## src/rtl/hazard_unit.sv

```systemverilog
// rtl/hazard_unit.sv - load-use hazard detection with stall bookkeeping
//
// Detects a load in EX whose destination feeds a source of the instruction
// in ID. On a hazard it freezes the PC and IF/ID and injects a bubble into
// ID/EX. It also keeps a registered last-cycle-stalled flag and a saturating
// stall-cycle counter.
//
// Ports:
//   clk        - rising-edge clock
//   rst_n      - asynchronous active-low reset
//   IDRegRs    - Rs field of the ID-stage instruction
//   IDRegRt    - Rt field of the ID-stage instruction
//   EXRegRt    - Rt (load destination) of the EX-stage instruction
//   EXMemRead  - EX-stage instruction is a load
//   PCWrite    - 1 lets the PC update, 0 holds it
//   IFIDWrite  - 1 lets IF/ID update, 0 holds it
//   HazMuxCon  - 1 zeroes the control signals into ID/EX (bubble)
//   Stalled    - registered, previous cycle was a stall cycle
//   StallCount - registered saturating count of stall cycles

module hazard_unit #(
    parameter int REG_ADDR_W = 5,
    parameter int CNT_W      = 16
) (
    input  logic                  clk,
    input  logic                  rst_n,
    input  logic [REG_ADDR_W-1:0] IDRegRs,
    input  logic [REG_ADDR_W-1:0] IDRegRt,
    input  logic [REG_ADDR_W-1:0] EXRegRt,
    input  logic                  EXMemRead,
    output logic                  PCWrite,
    output logic                  IFIDWrite,
    output logic                  HazMuxCon,
    output logic                  Stalled,
    output logic [CNT_W-1:0]      StallCount
);

    logic hazard;
    logic countFull;

    // Plain 4-state evaluation: an unknown EXMemRead propagates to the
    // outputs instead of being silently treated as "no load".
    // Register 0 is not special-cased; a match on it stalls conservatively.
    assign hazard = EXMemRead & ((EXRegRt == IDRegRs) | (EXRegRt == IDRegRt));

    // While reset is held the pipeline is frozen with a bubble selected;
    // after release the outputs follow the hazard term with no clock delay.
    assign PCWrite   = rst_n ? ~hazard : 1'b0;
    assign IFIDWrite = rst_n ? ~hazard : 1'b0;
    assign HazMuxCon = rst_n ?  hazard : 1'b1;

    assign countFull = &StallCount;

    always_ff @(posedge clk or negedge rst_n) begin
        if (!rst_n) begin
            Stalled    <= 1'b0;
            StallCount <= '0;
        end else begin
            Stalled <= hazard;
            // A double Rs/Rt match is still one stall cycle: one count per edge.
            if (hazard && !countFull) begin
                StallCount <= StallCount + 1'b1;
            end
        end
    end

endmodule

```

## config.mk

```make
export PLATFORM = sky130hd
export DESIGN_NAME = hazard_unit
export DESIGN_NICKNAME = d
export VERILOG_FILES = /design/src/rtl/hazard_unit.sv
export SDC_FILE = /design/constraint.sdc
export NUM_CORES = 1
export LEC_CHECK = 0
export CAP_MARGIN = 20
export CELL_PAD_IN_SITES_DETAIL_PLACEMENT = 2
export CELL_PAD_IN_SITES_GLOBAL_PLACEMENT = 2
export CORE_UTILIZATION = 27
export CTS_BUF_LIST = sky130_fd_sc_hd__clkbuf_16
export CTS_CLUSTER_DIAMETER = 150
export DETAILED_ROUTE_END_ITERATION = 8
export HOLD_SLACK_MARGIN = 0.05
export PLACE_DENSITY_LB_ADDON = 0.1
export SLEW_MARGIN = 20
export SYNTH_ARGS = -nofsm -noshare
export SYNTH_HDL_FRONTEND = slang
export SYNTH_SLANG_ARGS = --single-unit
```

## constraint.sdc

```tcl
create_clock -name clk -period 3 [get_ports clk]
set_input_delay 0.3 -clock clk [delete_from_list [all_inputs] [get_ports clk]]
set_output_delay 0.3 -clock clk [all_outputs]
set_load 0.05 [all_outputs]
```

* Word-level counts from Yosys, hierarchy flattened
Index checks and enable logic that the tools add are counted.
Word-level totals: word-level logic and storage cells 13, input port bits 18, register bits after elaboration 17, output and inout port bits 20
Cells by class: bitwise gates (word level) 3, equal/unequal tests 2, reduce and logical (&&, ||, !) cells 3, muxes and demuxes 2, add/sub/neg operators 1
Operators by type and width (count):
- 16-bit by 1-bit adder with 16-bit output (second input constant) | 1
- 16-bit AND reduction | 1
- 5-bit == test | 2
- 1-bit two-way mux | 2
- 1-bit bitwise AND | 1
- 1-bit logical AND | 1
- 1-bit zero test | 1
- 1-bit inverter | 1
- 1-bit OR | 1

* Depth between registers and ports, before layout
depth in word-level cells 5, depth in mapped cells 7, depth with buffers taken out 6

* Least setup slack after synthesis
Ideal clock, no wire load.
kind reg2reg, from register StallCount[0], to register StallCount[1], period minus slack after synthesis 2.039 ns, slack 0.961 ns, arrival time 1.914 ns, stages on the path, launching flop included 7, cell sequence dfrtp_1 -> ha_1 -> nand4_1 -> nor3_2 -> nand2_2 -> nand2_1 -> mux2_4
On the way: word-level cells in the longest chain between the ends 3
RTL lines:
- from (decl) | RTL line 35 | output logic [CNT_W-1:0] StallCount
- from (signal assigned) | RTL line 62 | StallCount <= StallCount + 1'b1;
- parallel branches: the longest is 3 deep, another holds 16-bit by 1-bit adder with 16-bit output
Several ways; the timed one is not identified. A chain may end at the register's enable or synchronous reset.

* Worst setup path in the final report
from input EXRegRt[2], to output IFIDWrite
On the way: word-level cells in the longest chain between the ends 5
RTL lines:
- from (decl) | RTL line 29 | input logic [REG_ADDR_W-1:0] EXRegRt,
- 5-bit == test | RTL line 44 | assign hazard = EXMemRead & ((EXRegRt == IDRegRs) | (EXRegRt == IDRegRt));
- 1-bit OR * | RTL line 44
- 1-bit bitwise AND * | RTL line 44
- 1-bit inverter * | RTL line 49 | assign IFIDWrite = rst_n ? ~hazard : 1'b0;
- 1-bit two-way mux * | RTL line 49
- to (decl) | RTL line 32 | output logic IFIDWrite,
Mark *: on every way between the ends. The rest lies on a longest branch, timed or not.

==> flow_results.org <==
** Die
- Starting density of the core :: between 20 and 30%
- Top-Level Pins :: 38
- From left edge to right edge, the die measures a little over 60 µm.
- The die is 61.2 µm tall.
- Core Box Area :: 0.00334 mm²
- The die covers 0.00375 mm².
- The initialized floorplan defines 21 standard-cell rows.

** Clocking
- Post-CTS Setup Inserts :: 0
- After clock tree synthesis, the clock-pin slew on the worst setup and hold paths is approximately 0.050 ns.
- The tree is rooted in a sky130_fd_sc_hd__clkbuf_16.
- Clock insertion delay at the later pin of the skew report :: ~0.25 ns
- TritonCTS built the clock tree.
- After clock tree synthesis, the flow added hold-fix buffers numbering 0.
- Max Root-Sink Buffers :: 2
- CTS saw 17 sinks.
- TritonCTS created 3 clock buffers.
- CTS H-tree depth :: 1
- Number of gates resized after cts :: 0

** Final layout
- Relative to the synthesized area, the layout overhead comes to 52.4%.
- The final layout contains 150 nets.
- Filler instances :: 380
- Diodes inserted :: 0
- The post-route netlist has around 12% of its cells at a drive strength greater than 1.

** Synthesis
- Cell taking the most area after synthesis :: sky130_fd_sc_hd__dfrtp_1
- Synth warnings :: 0
- Most numerous cell in the Yosys netlist :: sky130_fd_sc_hd__xnor2_1
- Net count of the mapped netlist :: between 100 and 150
- Post-synthesis async set-or-reset flop share :: 100%
- Synthesized flop and latch total :: 17
- For this run, the register share of the synthesized area comes to about 45%.
- Synthesized instance count :: 89
- The synthesized design contains 0 enable-type register cells.
- Post-synthesis instance area :: ~950 µm²
- Leading post-synthesis cells by cell area :: sky130_fd_sc_hd__dfrtp_1 (45%), sky130_fd_sc_hd__xnor2_1 (21%), sky130_fd_sc_hd__nand4_1 (6.6%), sky130_fd_sc_hd__nand3_1 (4.8%), sky130_fd_sc_hd__and3_1 (3.3%)
- The most used flip-flop cell after synthesis is sky130_fd_sc_hd__dfrtp_1.
- In this run the biggest area consumer among cell types represents roughly 45% of the synthesized area.
- Number of distinct standard cells referenced by the synthesized netlist :: 20
- Synthesized area per cell :: roughly 11 µm²
- Leading post-synthesis cells by instance count :: sky130_fd_sc_hd__xnor2_1 (23), sky130_fd_sc_hd__dfrtp_1 (17), sky130_fd_sc_hd__nand4_1 (10), sky130_fd_sc_hd__nand3_1 (9), sky130_fd_sc_hd__nand2_1 (8)

** STA
- Worst relative slew slack :: between 60% and 70%
- Measured slew at the worst slew-check pin :: between 0.5 and 0.6 ns
- Portion of the clock cycle consumed by the worst path in the final layout :: between 70% and 80%
- The hold violation total from the final report is 0.
- Min cycle time layout :: 2.22 ns
- Adding up every negative setup slack in the final design gives 0 ns.
- Clock skew :: roughly 0.0031 ns
- Final number of max-transition violations :: 0
- Number of setup violations in the final report :: 0
- Highest Clock Rate :: between 0.4 and 0.5 GHz
- Setup repair after global routing left no endpoint under its margin.

** Routing
- The count of nets left with antenna violations once routing finished came out at 0.
- Summing over every cut layer, the via total after detailed routing is between 800 and 900.
- Mean number of vias per cell :: approximately 4.6
- For this run, design rule violations remaining after detail routing come to 0.
- Drt initial violations :: 24
- Summed over all layers, the routed wires come to 2.55 mm.
- DR WL/cell :: roughly 14 µm
- The pre-antenna-repair detailed-routing pass consisted of 3 iterations.

** Status
- Status :: finished clean

** Setup path
- R2R Path End :: StallCount[1]$_DFFE_PN0P_
- Number of cells on the worst reg-to-reg path :: 6
- Critical R2R Launch :: StallCount[0]$_DFFE_PN0P_
- Critical Setup Path Class :: in2out
- Slack of the worst reg-to-reg path :: 1.00 ns
- Worst Path Arrival :: between 1.5 and 2 ns
- Peak fanout along the critical path :: 9
- Required time of the worst setup path :: about 2.7 ns
- The worst setup path is captured at a primary output.
- STA classifies the critical path startpoint as an input port.

** Power
- Ratio of total power to cell area :: roughly 530 mW/mm²
- VDD IR max :: ~260 µV
- Static Leak :: 0.570 nW
- The design draws between 0.7 and 0.8 mW.

** Global route
- The number of global-route vias before repair was approximately 900.
- Wire length of the first global-routing pass :: between 4 and 5 mm
- Pin count of the biggest net entering global routing :: 13
- Global routing consumed, over all layers together, between 10% and 20% of the routing resources.
- The initial antenna violation count came to 0.
- The total overflow left after global routing is 0.

** Placed design
- GP Congestion :: around 0.7
- Number of port buffers :: 37
- The HPWL after detailed placement is approximately 2.0 mm.

** Flow run
- Number of violations of the max-capacitance limit :: 0

** Worst hold path
- Path class of the lowest-slack min-delay path :: in2async
==> worst max-delay path by stage <==
| stage | startpoint | to | slack, ns | cells past startpoint |
|---|---|---|---|---|
| final | EXRegRt[2] | IFIDWrite | 0.78 | 7 |
| after global routing | EXRegRt[2] | PCWrite | 0.60 | 7 |
| after CTS | EXRegRt[2] | IFIDWrite | 0.76 | 7 |
| after detailed placement | EXRegRt[2] | StallCount[10]$_DFFE_PN0P_ | 0.74 | 7 |
| after global placement | EXRegRt[2] | PCWrite | 0.81 | 7 |
| after floorplan | StallCount[0]$_DFFE_PN0P_ | StallCount[1]$_DFFE_PN0P_ | 0.96 | 6 |
==> registers in the layout (all words and copies together) (netlist names) <==
| name | cells |
|---|---|
| Stalled | 1 |
| StallCount | 16 |
==> critical path: stages <==
cell,delay [ns]
sky130_fd_sc_hd__clkdlybuf4s50_1,0.51
sky130_fd_sc_hd__xnor2_1,0.13
sky130_fd_sc_hd__nand4_1,0.16
sky130_fd_sc_hd__o22ai_4,0.34
sky130_fd_sc_hd__inv_1,0.09
sky130_fd_sc_hd__and2_1,0.18
sky130_fd_sc_hd__buf_4,0.19
==> stage by stage <==
stage / cells / area (µm²) / util (%) / hold slack, ns / setup slack [ns]
finish: 176 / 1440 / 43.3 / 0.338 / 0.784
global route: 176 / 1440 / 43.3 / 0.351 / 0.604
CTS: 176 / 1440 / 43.3 / 0.340 / 0.755
detailed placement: 172 / 1360 / 40.9 / 0.516 / 0.744
global placement: 172 / 1360 / 40.9 / 0.494 / 0.814
floorplan: 89 / 947 / - / 0.00441 / 0.961
==> cell families after synthesis <==
logic type / after synthesis / synth area share [%]
xor+xnor: 23 / 21.3
simple gates: 37 / 21.0
flops: 17 / 44.9
mux: 3 / 3.96
compound gates: 4 / 4.75
fa+ha+maj: 1 / 1.32
buf+inv: 4 / 2.77
==> final cells by class <==
cell class | count | area (µm²) | area share, %
repair buffers | 39 | 378 | 26.2
flip-flops and latches | 17 | 425 | 29.5
well taps | 46 | 57.6 | 3.99
multi-input cells | 68 | 495 | 34.3
clock inverters | 1 | 5.00 | 0.347
inverters | 2 | 7.51 | 0.520
clock buffers | 3 | 75.1 | 5.20
==> layer usage <==
layer  global-route usage, %  wire length (µm)
met4                    2.92                 0
met1                    18.8              1080
met2                    28.4              1350
met5                       0                 0
met3                    4.83               122
==> layout by cell type, fill, tap and decap left out <==
| cell type | Yosys | final |
|---|---|---|
| sky130_fd_sc_hd__clkdlybuf4s50_1 | 0 | 34 |
| sky130_fd_sc_hd__xnor2_1 | 23 | 23 |
| sky130_fd_sc_hd__dfrtp_1 | 17 | 17 |
| sky130_fd_sc_hd__nand4_1 | 10 | 10 |
| sky130_fd_sc_hd__nand3_1 | 9 | 9 |
| sky130_fd_sc_hd__nand2_1 | 8 | 8 |
| sky130_fd_sc_hd__and3_1 | 5 | 5 |
| sky130_fd_sc_hd__buf_4 | 1 | 5 |
| sky130_fd_sc_hd__clkbuf_16 | 0 | 3 |
| sky130_fd_sc_hd__inv_1 | 2 | 2 |
| sky130_fd_sc_hd__mux2_2 | 2 | 2 |
| sky130_fd_sc_hd__nor2_1 | 2 | 2 |
| sky130_fd_sc_hd__o22ai_4 | 1 | 1 |
| sky130_fd_sc_hd__and2_1 | 1 | 1 |
| sky130_fd_sc_hd__nor3_2 | 1 | 1 |
| sky130_fd_sc_hd__a2111oi_2 | 1 | 1 |
| sky130_fd_sc_hd__o21ai_0 | 1 | 1 |
| sky130_fd_sc_hd__a21oi_1 | 1 | 1 |
| sky130_fd_sc_hd__nand2_2 | 1 | 1 |
| sky130_fd_sc_hd__mux2_4 | 1 | 1 |
| sky130_fd_sc_hd__ha_1 | 1 | 1 |
| sky130_fd_sc_hd__clkinv_2 | 0 | 1 |
==> report_power, final <==
group | internal (mW) | leakage (nW) | switching, mW | total, mW
registers | 0.249 | 0.234 | 0.0301 | 0.279
logic | 0.0904 | 0.295 | 0.121 | 0.212
clock network | 0.178 | 0.0409 | 0.0917 | 0.270
total | 0.518 | 0.570 | 0.243 | 0.761
Power figures use the tool's default switching activity.
